==> src/rtl/iobus_input_port.sv <==
// iobus_input_port
// IOBUS responder for the board input devices (slide switches, push buttons).
//  - 2-flop synchronizer on every switch and button bit.
//  - Per-button debounce: a level change is accepted only after DB_CYCLES
//    consecutive differing synchronized samples.
//  - Debounced rising edges set sticky pending flags (write-1-to-clear).
//  - INTR = registered OR of (pending & mask).
// Optional build macro: IOBUS_INTR_PULSE_EN
//  - undefined (default): INTR is a level that follows |(PEND & MASK).
//  - defined: INTR is a one-cycle pulse whenever any PEND & MASK bit goes 0->1.
//
// Bus semantics: there is no handshake. A read is purely combinational
// from registered state, so IOBUS_IN is valid in the same cycle IOBUS_ADDR
// is presented. A write is taken on the rising CLK edge where IOBUS_WR=1,
// and the addressed register holds the new value from the following cycle.
module iobus_input_port #(
   parameter int DB_CYCLES = 8,
   parameter int NUM_BTN   = 5
) (
   input  logic               CLK,
   input  logic               RESET_N,
   input  logic [15:0]        SWITCHES,
   input  logic [NUM_BTN-1:0] BUTTONS,
   input  logic [31:0]        IOBUS_ADDR,
   input  logic [31:0]        IOBUS_OUT,
   input  logic               IOBUS_WR,
   output logic [31:0]        IOBUS_IN,
   output logic               INTR
);

   localparam int             CW      = $clog2(DB_CYCLES + 1);
   localparam logic [CW-1:0]  DB_LAST = CW'(DB_CYCLES - 1);

   localparam logic [31:0] ADDR_SW       = 32'h1100_8000;
   localparam logic [31:0] ADDR_BTN      = 32'h1100_8004;
   localparam logic [31:0] ADDR_PEND     = 32'h1100_8008;
   localparam logic [31:0] ADDR_MASK_RD  = 32'h1100_800C;
   localparam logic [31:0] ADDR_PEND_CLR = 32'h1100_C010;
   localparam logic [31:0] ADDR_MASK_WR  = 32'h1100_C014;

   // synchronizer stages
   logic [15:0]        sw_meta;
   logic [15:0]        sw_sync;
   logic [NUM_BTN-1:0] btn_meta;
   logic [NUM_BTN-1:0] btn_sync;

   // debounce state
   logic [NUM_BTN-1:0][CW-1:0] db_cnt;
   logic [NUM_BTN-1:0][CW-1:0] db_cnt_nxt;
   logic [NUM_BTN-1:0]         btn_stable;
   logic [NUM_BTN-1:0]         btn_stable_nxt;

   // event / interrupt state
   logic [NUM_BTN-1:0] btn_rise;
   logic [NUM_BTN-1:0] pend;
   logic [NUM_BTN-1:0] pend_nxt;
   logic [NUM_BTN-1:0] pend_clr;
   logic [NUM_BTN-1:0] mask;
   logic [NUM_BTN-1:0] pend_masked;
   logic               wr_pend_clr;
   logic               wr_mask;

   // Upper write-data bits are never used by this responder.
   logic unused_wdata;
   assign unused_wdata = ^IOBUS_OUT[31:NUM_BTN];

   // Two-flop synchronizers for all asynchronous board inputs.
   always_ff @(posedge CLK or negedge RESET_N) begin
      if (!RESET_N) begin
         sw_meta  <= '0;
         sw_sync  <= '0;
         btn_meta <= '0;
         btn_sync <= '0;
      end else begin
         sw_meta  <= SWITCHES;
         sw_sync  <= sw_meta;
         btn_meta <= BUTTONS;
         btn_sync <= btn_meta;
      end
   end

   // Debounce next-state: count differing samples, accept on the last one.
   always_comb begin
      btn_stable_nxt = btn_stable;
      db_cnt_nxt     = '0;
      for (int i = 0; i < NUM_BTN; i++) begin
         if (btn_sync[i] != btn_stable[i]) begin
            if (db_cnt[i] == DB_LAST) begin
               btn_stable_nxt[i] = btn_sync[i];
            end else begin
               db_cnt_nxt[i] = db_cnt[i] + CW'(1);
            end
         end
      end
   end

   // Debounce state registers.
   always_ff @(posedge CLK or negedge RESET_N) begin
      if (!RESET_N) begin
         db_cnt     <= '0;
         btn_stable <= '0;
      end else begin
         db_cnt     <= db_cnt_nxt;
         btn_stable <= btn_stable_nxt;
      end
   end

   // Rising edges are taken from the debounced next state so a pending flag
   // sets on the same edge the debounced level changes.
   assign btn_rise    = btn_stable_nxt & ~btn_stable;
   assign wr_pend_clr = IOBUS_WR && (IOBUS_ADDR == ADDR_PEND_CLR);
   assign wr_mask     = IOBUS_WR && (IOBUS_ADDR == ADDR_MASK_WR);
   assign pend_clr    = wr_pend_clr ? IOBUS_OUT[NUM_BTN-1:0] : '0;
   // A rise in the same cycle as a clear of that bit wins.
   assign pend_nxt    = (pend & ~pend_clr) | btn_rise;

   // Pending flags and interrupt mask.
   always_ff @(posedge CLK or negedge RESET_N) begin
      if (!RESET_N) begin
         pend <= '0;
         mask <= '0;
      end else begin
         pend <= pend_nxt;
         if (wr_mask) begin
            mask <= IOBUS_OUT[NUM_BTN-1:0];
         end
      end
   end

   assign pend_masked = pend & mask;

`ifdef IOBUS_INTR_PULSE_EN
   logic [NUM_BTN-1:0] pend_masked_q;

   // Pulse mode: one INTR cycle for each new masked pending bit.
   always_ff @(posedge CLK or negedge RESET_N) begin
      if (!RESET_N) begin
         pend_masked_q <= '0;
         INTR          <= 1'b0;
      end else begin
         pend_masked_q <= pend_masked;
         INTR          <= |(pend_masked & ~pend_masked_q);
      end
   end
`else
   // Level mode: INTR follows any masked pending bit, one cycle later.
   always_ff @(posedge CLK or negedge RESET_N) begin
      if (!RESET_N) begin
         INTR <= 1'b0;
      end else begin
         INTR <= |pend_masked;
      end
   end
`endif

   // Read mux, combinational from registered state.
   always_comb begin
      IOBUS_IN = '0;
      case (IOBUS_ADDR)
         ADDR_SW:      IOBUS_IN[15:0]        = sw_sync;
         ADDR_BTN:     IOBUS_IN[NUM_BTN-1:0] = btn_stable;
         ADDR_PEND:    IOBUS_IN[NUM_BTN-1:0] = pend;
         ADDR_MASK_RD: IOBUS_IN[NUM_BTN-1:0] = mask;
         default:      IOBUS_IN              = '0;
      endcase
   end

endmodule

==> config.mk <==
export PLATFORM = sky130hd
export DESIGN_NAME = iobus_input_port
export DESIGN_NICKNAME = d
export VERILOG_FILES = /design/src/rtl/iobus_input_port.sv
export SDC_FILE = /design/constraint.sdc
export NUM_CORES = 1
export LEC_CHECK = 0
export ABC_CLOCK_PERIOD_IN_PS = 3100
export BUFFER_PORTS_ARGS = -buffer_cell sky130_fd_sc_hd__buf_2
export CAP_MARGIN = 0
export CORE_MARGIN = 3
export CORE_UTILIZATION = 30
export DETAILED_ROUTE_END_ITERATION = 10
export GPL_ROUTABILITY_DRIVEN = 0
export HOLD_SLACK_MARGIN = 0.12
export PLACE_DENSITY_LB_ADDON = 0.08
export SLEW_MARGIN = 20
export SYNTH_ARGS = -nofsm -noshare
export SYNTH_HDL_FRONTEND = slang
export SYNTH_SLANG_ARGS = --single-unit
==> constraint.sdc <==
create_clock -name CLK -period 3.1 [get_ports CLK]
set_clock_uncertainty 0.1 [all_clocks]
set_input_delay 0.775 -clock CLK [delete_from_list [all_inputs] [get_ports CLK]]
set_output_delay 0.775 -clock CLK [all_outputs]
set_load 0.005 [all_outputs]
# ---- Word-level counts from Yosys, hierarchy flattened
# Index checks and enable logic that the tools add are counted.
dict set report word_totals {
  ff_bits 78
}
dict set report op_classes {
  add_sub_neg 5
  n_eq_ne 16
  n_mux 23
  n_bitwise 6
  reduce_logical 3
}
# cell count
set op_table {}
lappend op_table {{$eq 32x29->1 const B} 6}
lappend op_table {{$mux 4} 10}
lappend op_table {{$add 4x1->4 const B} 5}
lappend op_table {{$eq 4x3->1 const B} 5}
lappend op_table {{$pmux 5 s4} 1}
lappend op_table {{$and 5x5->5} 3}
lappend op_table {{$mux 11} 1}
lappend op_table {{$mux 1} 10}
lappend op_table {{$not 5->5} 2}
lappend op_table {{$mux 5} 1}
lappend op_table {{$ne 1x1->1} 5}
lappend op_table {{$or 5x5->5} 1}
lappend op_table {{$reduce_or 5->1} 1}
lappend op_table {{$logic_and 1x1->1} 2}

# ---- Longest topological paths before layout
# Gate-level depths: netlist of the first run.
dict set report logic_depth {
  ltp_word 6
  depth_mapped 6
  depth_no_buf 5
}

# ---- Worst setup path before layout of the first run
# OpenSTA, ideal clock, no wires.
dict set report synth_timing {
  kind {input port to output port}
  startpoint {input port IOBUS_ADDR[9]}
  endpoint {output port IOBUS_IN[10]}
  arrival_ns 1.865
  required_ns 2.225
  slack_ns 0.360
  cell_stages 5
  n_path_buf 1
  cell_sequence {nor4_1 nand4_1 nor3_1 clkbuf_1 and2_1}
}
dict set report synth_between {
  elab_chain_cells 2
}
# item line
set synth_lines {}
lappend synth_lines {{start, declared} 24} ;# input logic [31:0] IOBUS_ADDR,
lappend synth_lines {{$eq 32x29->1} 159} ;# case (IOBUS_ADDR)
lappend synth_lines {{$mux 11} 159}
lappend synth_lines {{end, declared} 27} ;# output logic [31:0] IOBUS_IN,
# No other way between the ends.

# ---- Worst setup path in the final report of the first run
dict set report layout_timing {
  startpoint {input port IOBUS_ADDR[5]}
  endpoint {output port IOBUS_IN[14]}
}
# Same word-level chain as after synthesis.

==> results of run 1 <==
==> flip-flops by register name (all words and copies together), names as in the netlist <==
signal and flops:
INTR 1, btn_meta 5, btn_stable 5, btn_sync 5, db_cnt 20, mask 5
pend 5, sw_meta 16, sw_sync 16
==> synth_stat cells (all sizes together) <==
cell type,n,share of area (%)
nor4,5,1.5
and2,16,3.3
or4,1,0.25
inv,1,0.12
nand4,2,0.61
ha,5,2.0
nor2,26,3.2
nor4bb,1,0.33
a31oi,5,1.0
nor4b,6,1.9
a21oi,5,0.82
conb,1,0.12
nor3,15,2.5
mux4,5,3.7
clkbuf,3,0.74
a222oi,1,0.33
buf,16,3.9
xnor2,10,2.9
nor2b,5,1.0
nand2,7,0.86
mux2,10,3.7
a22oi,1,0.25
nand3,6,0.98
dfrtp,78,64
==> area by class of cell <==
type | count | area (sq um) | area share (%)
clock buffers | 9 | 123.9 | 3.273
clock inverters | 7 | 56.30 | 1.488
inverters | 1 | 3.754 | 0.09917
multi-input cells | 148 | 1022 | 27.01
flip-flops and latches | 78 | 1952 | 51.57
well taps | 133 | 166.4 | 4.397
repair buffers | 85 | 460.4 | 12.17
==> repair_timing <==
item	CTS	global route
buffers inserted	0	2
resized for setup	0	2
setup endpoints to repair	0	11
==> layer usage <==
| layer | vias up | global-route usage, % |
|---|---|---|
| met5 | - | 0 |
| met4 | 0 | 5.753 |
| met3 | 7 | 3.552 |
| met2 | 81 | 16.32 |
| met1 | 919 | 14.56 |
| li1 | 954 | - |
==> worst min path at each step <==
stage | start | endpoint | slack [ns]
2_1_floorplan | btn_meta[0] | btn_sync[0] | 0.23
3_3_place_gp | btn_meta[3] | btn_sync[3] | 0.23
3_5_place_dp | sw_meta[12] | sw_sync[12] | 0.23
4_1_cts | RESET_N | sw_meta[9] | 0.14
5_1_grt | RESET_N | sw_sync[9] | 0.14
6_report | RESET_N | sw_meta[6] | 0.16
==> cells by family after synthesis <==
family                     share of synthesized area, %
AOI/OAI and AO/OA                                 2.418
xor gates and xnor gates                          2.869
adders and majority gates                         2.049
buffers and inverters                             4.795
DFF                                               63.93
muxes                                             7.377
other                                            0.1228
and+or+nand+nor                                   16.43
==> critical path, delay by kind of cell <==
family	cells	cell delay [ns]
buf+inv	3	0.40
simple gates	4	0.87
==> cells in the final DEF (no fill, tap or decap), types with 2 or more instances in the layout <==
| cell type | n |
|---|---|
| conb_1 | 16 |
| buf_4 | 8 |
| a31oi_1 | 5 |
| nor3_1 | 14 |
| nor2_1 | 26 |
| nor4_1 | 3 |
| mux2_2 | 10 |
| ha_1 | 5 |
| clkbuf_8 | 9 |
| inv_6 | 2 |
| nand2_1 | 7 |
| mux4_2 | 5 |
| nand3_1 | 6 |
| and2_1 | 16 |
| clkinv_4 | 3 |
| nor4b_1 | 5 |
| dfrtp_1 | 78 |
| nor2b_1 | 5 |
| a21oi_1 | 5 |
| buf_2 | 76 |
| xnor2_1 | 10 |
==> metrics by stage <==
step / instances / hold WS, ns
after floorplan: 246 / 0.2312
after global placement: 443 / 0.2313
after detailed placement: 443 / 0.2347
after CTS: 459 / 0.1424
after global routing: 461 / 0.1443
final: 461 / 0.1570
==> power by group through the flow <==
stage | sequential (mW) | clock [mW] | combinational (mW)
2_1_floorplan | 1.24 | 0 | 0.233
3_3_place_gp | 1.26 | 0 | 0.315
3_5_place_dp | 1.27 | 0 | 0.315
4_1_cts | 1.25 | 0.717 | 0.318
5_1_grt | 1.26 | 0.759 | 0.362
6_report | 1.24 | 0.687 | 0.309
==> impl_results.md, run 1 <==
* Iter 0 DRT Violations at 44
* Area after DPL at ~3600 sq um
* # diodes at 0
* I/O Buffers at slightly below 80
* Clock tree buffer depth at 2
* I/O pins at between 100 and 150
* Fin crit share at between 90% and 100%
* RR Startpoint: db_cnt[0]
* Num CTS Buffers at 9
* Final instance area at around 3800 sq um
* Clock root cell: clkbuf_8
* Worst Path Required at 2.22 ns
* Slowest cell on crit path: nor4_1
* Crit. End Element: primary output
* Worst reg-to-reg path cell count at 5
* Most frequent CP cell: buf_2
* DRT Pass-1 Iters at 4
* Sequential share of power at a little under three fifths
* Post-DP HPWL at roughly 4.2 mm
* Max stage delay on crit path at ~0.28 ns
* Critical path class: primary input to primary output
* Critical Path End: IOBUS_IN[14]
* H-Tree Depth at 3
* DR vias at approximately 2000
* #FFs+latches synth at between 70 and 80
* # Max-Cap Violations at 0
* FF-to-FF End: pend[0]
* Synthesized area per cell at about 13 sq um
* CP Launch Point: IOBUS_ADDR[5]
* Post-DRT Antenna Nets at 0
* Leakage at around 1.8 nW
* # clock sinks at between 70 and 80
* R2r setup slk at between 1.5 and 2 ns
* Crit path max fanout at 11
* # rows at 36
* Cell count after synthesis at between 200 and 250
* Combinational share of power at approximately 14%
* Post-layout minimum cycle time at between 2 and 3 ns
* CTS tree: yes
* Layout cell share with drive strength beyond 1 at approximately 37%
* Register area share after synthesis at between 60% and 70%
* Clock Pin Slew Worst Setup and Hold Paths at approximately 0.090 ns
* Power per cell area at slightly below 600 nW/um^2
* Uppermost routed layer: met4
* WL per Instance at roughly 13 microns
* Outcome: finished clean
* Met3 WL at approximately 530 microns
* Net Switching at around 0.63 mW
* Slew Limit Fails at 0
* Netlist Area Pre-Place at approximately 3100 sq um
* Peak Freq at roughly 340 MHz
* Chip height at around 110 microns
* Starting density of the core at slightly above 30%
* Die W at between 100 and 150 microns
* Area growth from synthesis to layout at 23.98%
* Hold crit path type: primary input to async pin
* Sw frac at 27.99%
* Met2 wire length at 2.536 mm
* Pre-CTS WS at between 0.1 and 0.15 ns
* DRC at 0
* Final Worst Setup Slack at 0.1849 ns
* Met1 WL at roughly 2.7 mm
* Tot Pwr at about 2.2 mW
* Core area at 9819 sq um
* CTS Hold Bufs at 0
* Clock power share at between 30% and 40%
* Filler Cell Count at around 980
* Grt ovf at 0
* Synth warn at 0
* Clock Latency Late Sink at about 0.35 ns
* Final hold violations at 0
* Initial antenna violation count at 0
* Critical path arrival at 2.04 ns
* DRT Wirelength at 5.828 mm
* TNS Setup at 0 ns
* DIE AREA at between 10000 and 15000 sq um
* Max rail drop VDD at a little over 0.0002 V
* Vias in the first global route at a little under 2000
* # nets final at 416
* Post-DR vias/cell at 4.254
* Tot GR Track Use at 11.07%
* Final Util at 38.54%
* Cell chain of the critical path: buf_2 -> nor4_1 -> nand4_1 -> nor3_2 -> buf_4 -> and2_1 -> buf_2
* Largest net degree at the start of global routing at 66
* Global-route wire length before repair at a little under 10 mm
* Final setup fails at 0
* Synth unique cells at 29
* Crit start category: primary input
* Int Pwr at about 1.6 mW
Power figures use the tool's default switching activity.
==> run 2, diff against run 1 <==
--- a/config.mk
+++ b/config.mk
@@ -10,4 +10,7 @@
 export CAP_MARGIN = 0
+export CELL_PAD_IN_SITES_DETAIL_PLACEMENT = 1
+export CELL_PAD_IN_SITES_GLOBAL_PLACEMENT = 1
 export CORE_MARGIN = 3
 export CORE_UTILIZATION = 30
+export CTS_CLUSTER_SIZE = 12
 export DETAILED_ROUTE_END_ITERATION = 10
==> constraint.sdc (replaced) <==
create_clock -name CLK -period 3.1 [get_ports CLK]
set_clock_uncertainty 0.1 [all_clocks]
set_input_delay 0.465 -clock CLK [delete_from_list [all_inputs] [get_ports CLK]]
set_output_delay 0.465 -clock CLK [all_outputs]
set_load 0.005 [all_outputs]
==> impl_results.md, run 2 (synthesis results as in run 1) <==
* I/O pins at 121
* # rows at 36
* Clock root cell: clkbuf_8
* Slew Limit Fails at 0
* Core area at approximately 9800 sq um
* Clock tree buffer depth at 2
* Max FFs per register at 20
* WL per Instance at 13.71 microns
* Chip height at around 110 microns
* Iter 0 DRT Violations at 42
* Crit. End Element: primary output
* Peak Freq at 398.1 MHz
* Largest net degree at the start of global routing at 79
* Cell chain of the critical path: buf_2 -> nor4_1 -> nand4_1 -> nor3_1 -> buf_4 -> and2_1 -> buf_2
* Post-DP HPWL at between 4 and 5 mm
* Die W at around 110 microns
* Max rail drop VDD at between 0.0002 and 0.00025 V
* DR vias at ~2100
* Global-route wire length before repair at 10.65 mm
* Post-layout minimum cycle time at about 2.5 ns
* Area growth from synthesis to layout at 30.61%
* Filler Cell Count at 1089
* Post-DR vias/cell at about 4.5
* RR Startpoint: db_cnt[12]
* Grt ovf at 0
* R2r setup slk at 1.58 ns
* Clock Pin Slew Worst Setup and Hold Paths at around 0.07 ns
* RSZ-0062 raised after global routing: false
* DIE AREA at 11420 sq um
* Dpl cells at 440
* Starting density of the core at between 30% and 40%
* Clock Latency Late Sink at between 0.3 and 0.4 ns
* Post-DRT Antenna Nets at 0
* Crit path max fanout at 11
* # diodes at 0
* # nets final at between 400 and 500
* Final std cells w/o fill at approximately 480
* CTS tree: yes
* Critical path class: primary input to primary output
* Regs by FF count: db_cnt x20, sw_meta x16, sw_sync x16
* Fin crit share at approximately four fifths
* WHS Path Cells at 1
* Most frequent cells in the layout: 78 x dfrtp_1, 76 x buf_2, 26 x nor2_1
* Top reg by flops: db_cnt
* Area after DPL at 3543 sq um
* Worst reg-to-reg path cell count at 5
* # clock sinks at 78
* Crit start category: primary input
* Final hold violations at 0
* Max stage delay on crit path at ~0.35 ns
* Worst Path Required at between 2 and 3 ns
* FF-to-FF End: pend[3]
* Most common cell after layout, fill and taps aside: dfrtp_1
* Worst hold margin at 0.1474 ns
* Worst min-delay path endpoint: sw_meta[4]
* Outcome: finished clean
* Most frequent CP cell: buf_2
* # Max-Cap Violations at 0
* DRT Wirelength at ~6.6 mm
* DRT Pass-1 Iters at 4
* TNS Setup at 0 ns
* Vias in the first global route at between 2000 and 2500
* Initial antenna violation count at 0
* Min-delay src: SWITCHES[4]
* Slowest cell on crit path: nor4_1
* Num CTS Buffers at 9
* Power per cell area at 591.1 nW/um^2
* Pre-CTS WS at around 0.57 ns
* Tot GR Track Use at a little under an eighth
* H-Tree Depth at 3
* CP Launch Point: IOBUS_ADDR[5]
* I/O Buffers at a little under 80
* DRC at 0
* Final Worst Setup Slack at ~0.59 ns
* Layout cell share with drive strength beyond 1 at 33.33%
* Leakage at 1.906 nW
* Critical path arrival at 1.95 ns
* Hold crit path type: primary input to flop
* Final setup fails at 0
* Final instance area at ~4000 sq um
-- run 2: layout make-up --
type                            count  area, sq um  area share (%)
Sequential cell                    78         1952           48.95
Multi-Input combinational cell    148         1011           25.35
Timing Repair Buffer              102        648.1           16.25
Tap cell                          133        166.4           4.173
Clock buffer                       10        137.6           3.452
Clock inverter                      6        68.82           1.726
Inverter                            1        3.754         0.09413
-- run 2: worst max-delay path by stage --
stage | end | slack, ns
final | IOBUS_IN[7] | 0.59
after global placement | IOBUS_IN[7] | 0.59
after floorplan | IOBUS_IN[10] | 0.98
after global routing | IOBUS_IN[5] | 0.43
after CTS | IOBUS_IN[11] | 0.55
after detailed placement | IOBUS_IN[11] | 0.57
-- run 2: routing by layer --
metal | vias up | wire length, microns | track usage (%)
met1 | 1060 | 2905 | 15.63
met4 | 0 | 89 | 5.205
met2 | 79 | 3031 | 18.75
li1 | 989 | - | -
met5 | - | 0 | 0
met3 | 8 | 527 | 3.070
-- run 2: stage by stage --
step / utilization (%) / total power [mW]
5_1_grt: 40.61 / 2.505
4_1_cts: 40.23 / 2.402
6_report: 40.61 / 2.357
3_5_place_dp: 36.09 / 1.592
3_3_place_gp: 36.09 / 1.580
2_1_floorplan: - / 1.476
-- run 2: critical path: cells and delay by family --
kind / cells / cell delay (ns)
simple gates: 4 / 1.07
buf+inv: 3 / 0.40
-- run 2: timing repair --
action,in CTS,in global routing
hold endpoints to repair,20,19
setup buffers,0,0
resized for setup,0,0
hold buffers,20,1
-- run 2: report_power, final --
part	internal (mW)	total, mW	switching [mW]
logic	0.186	0.338	0.152
clock network	0.398	0.771	0.373
registers	1.15	1.25	0.100
total	1.73	2.36	0.625
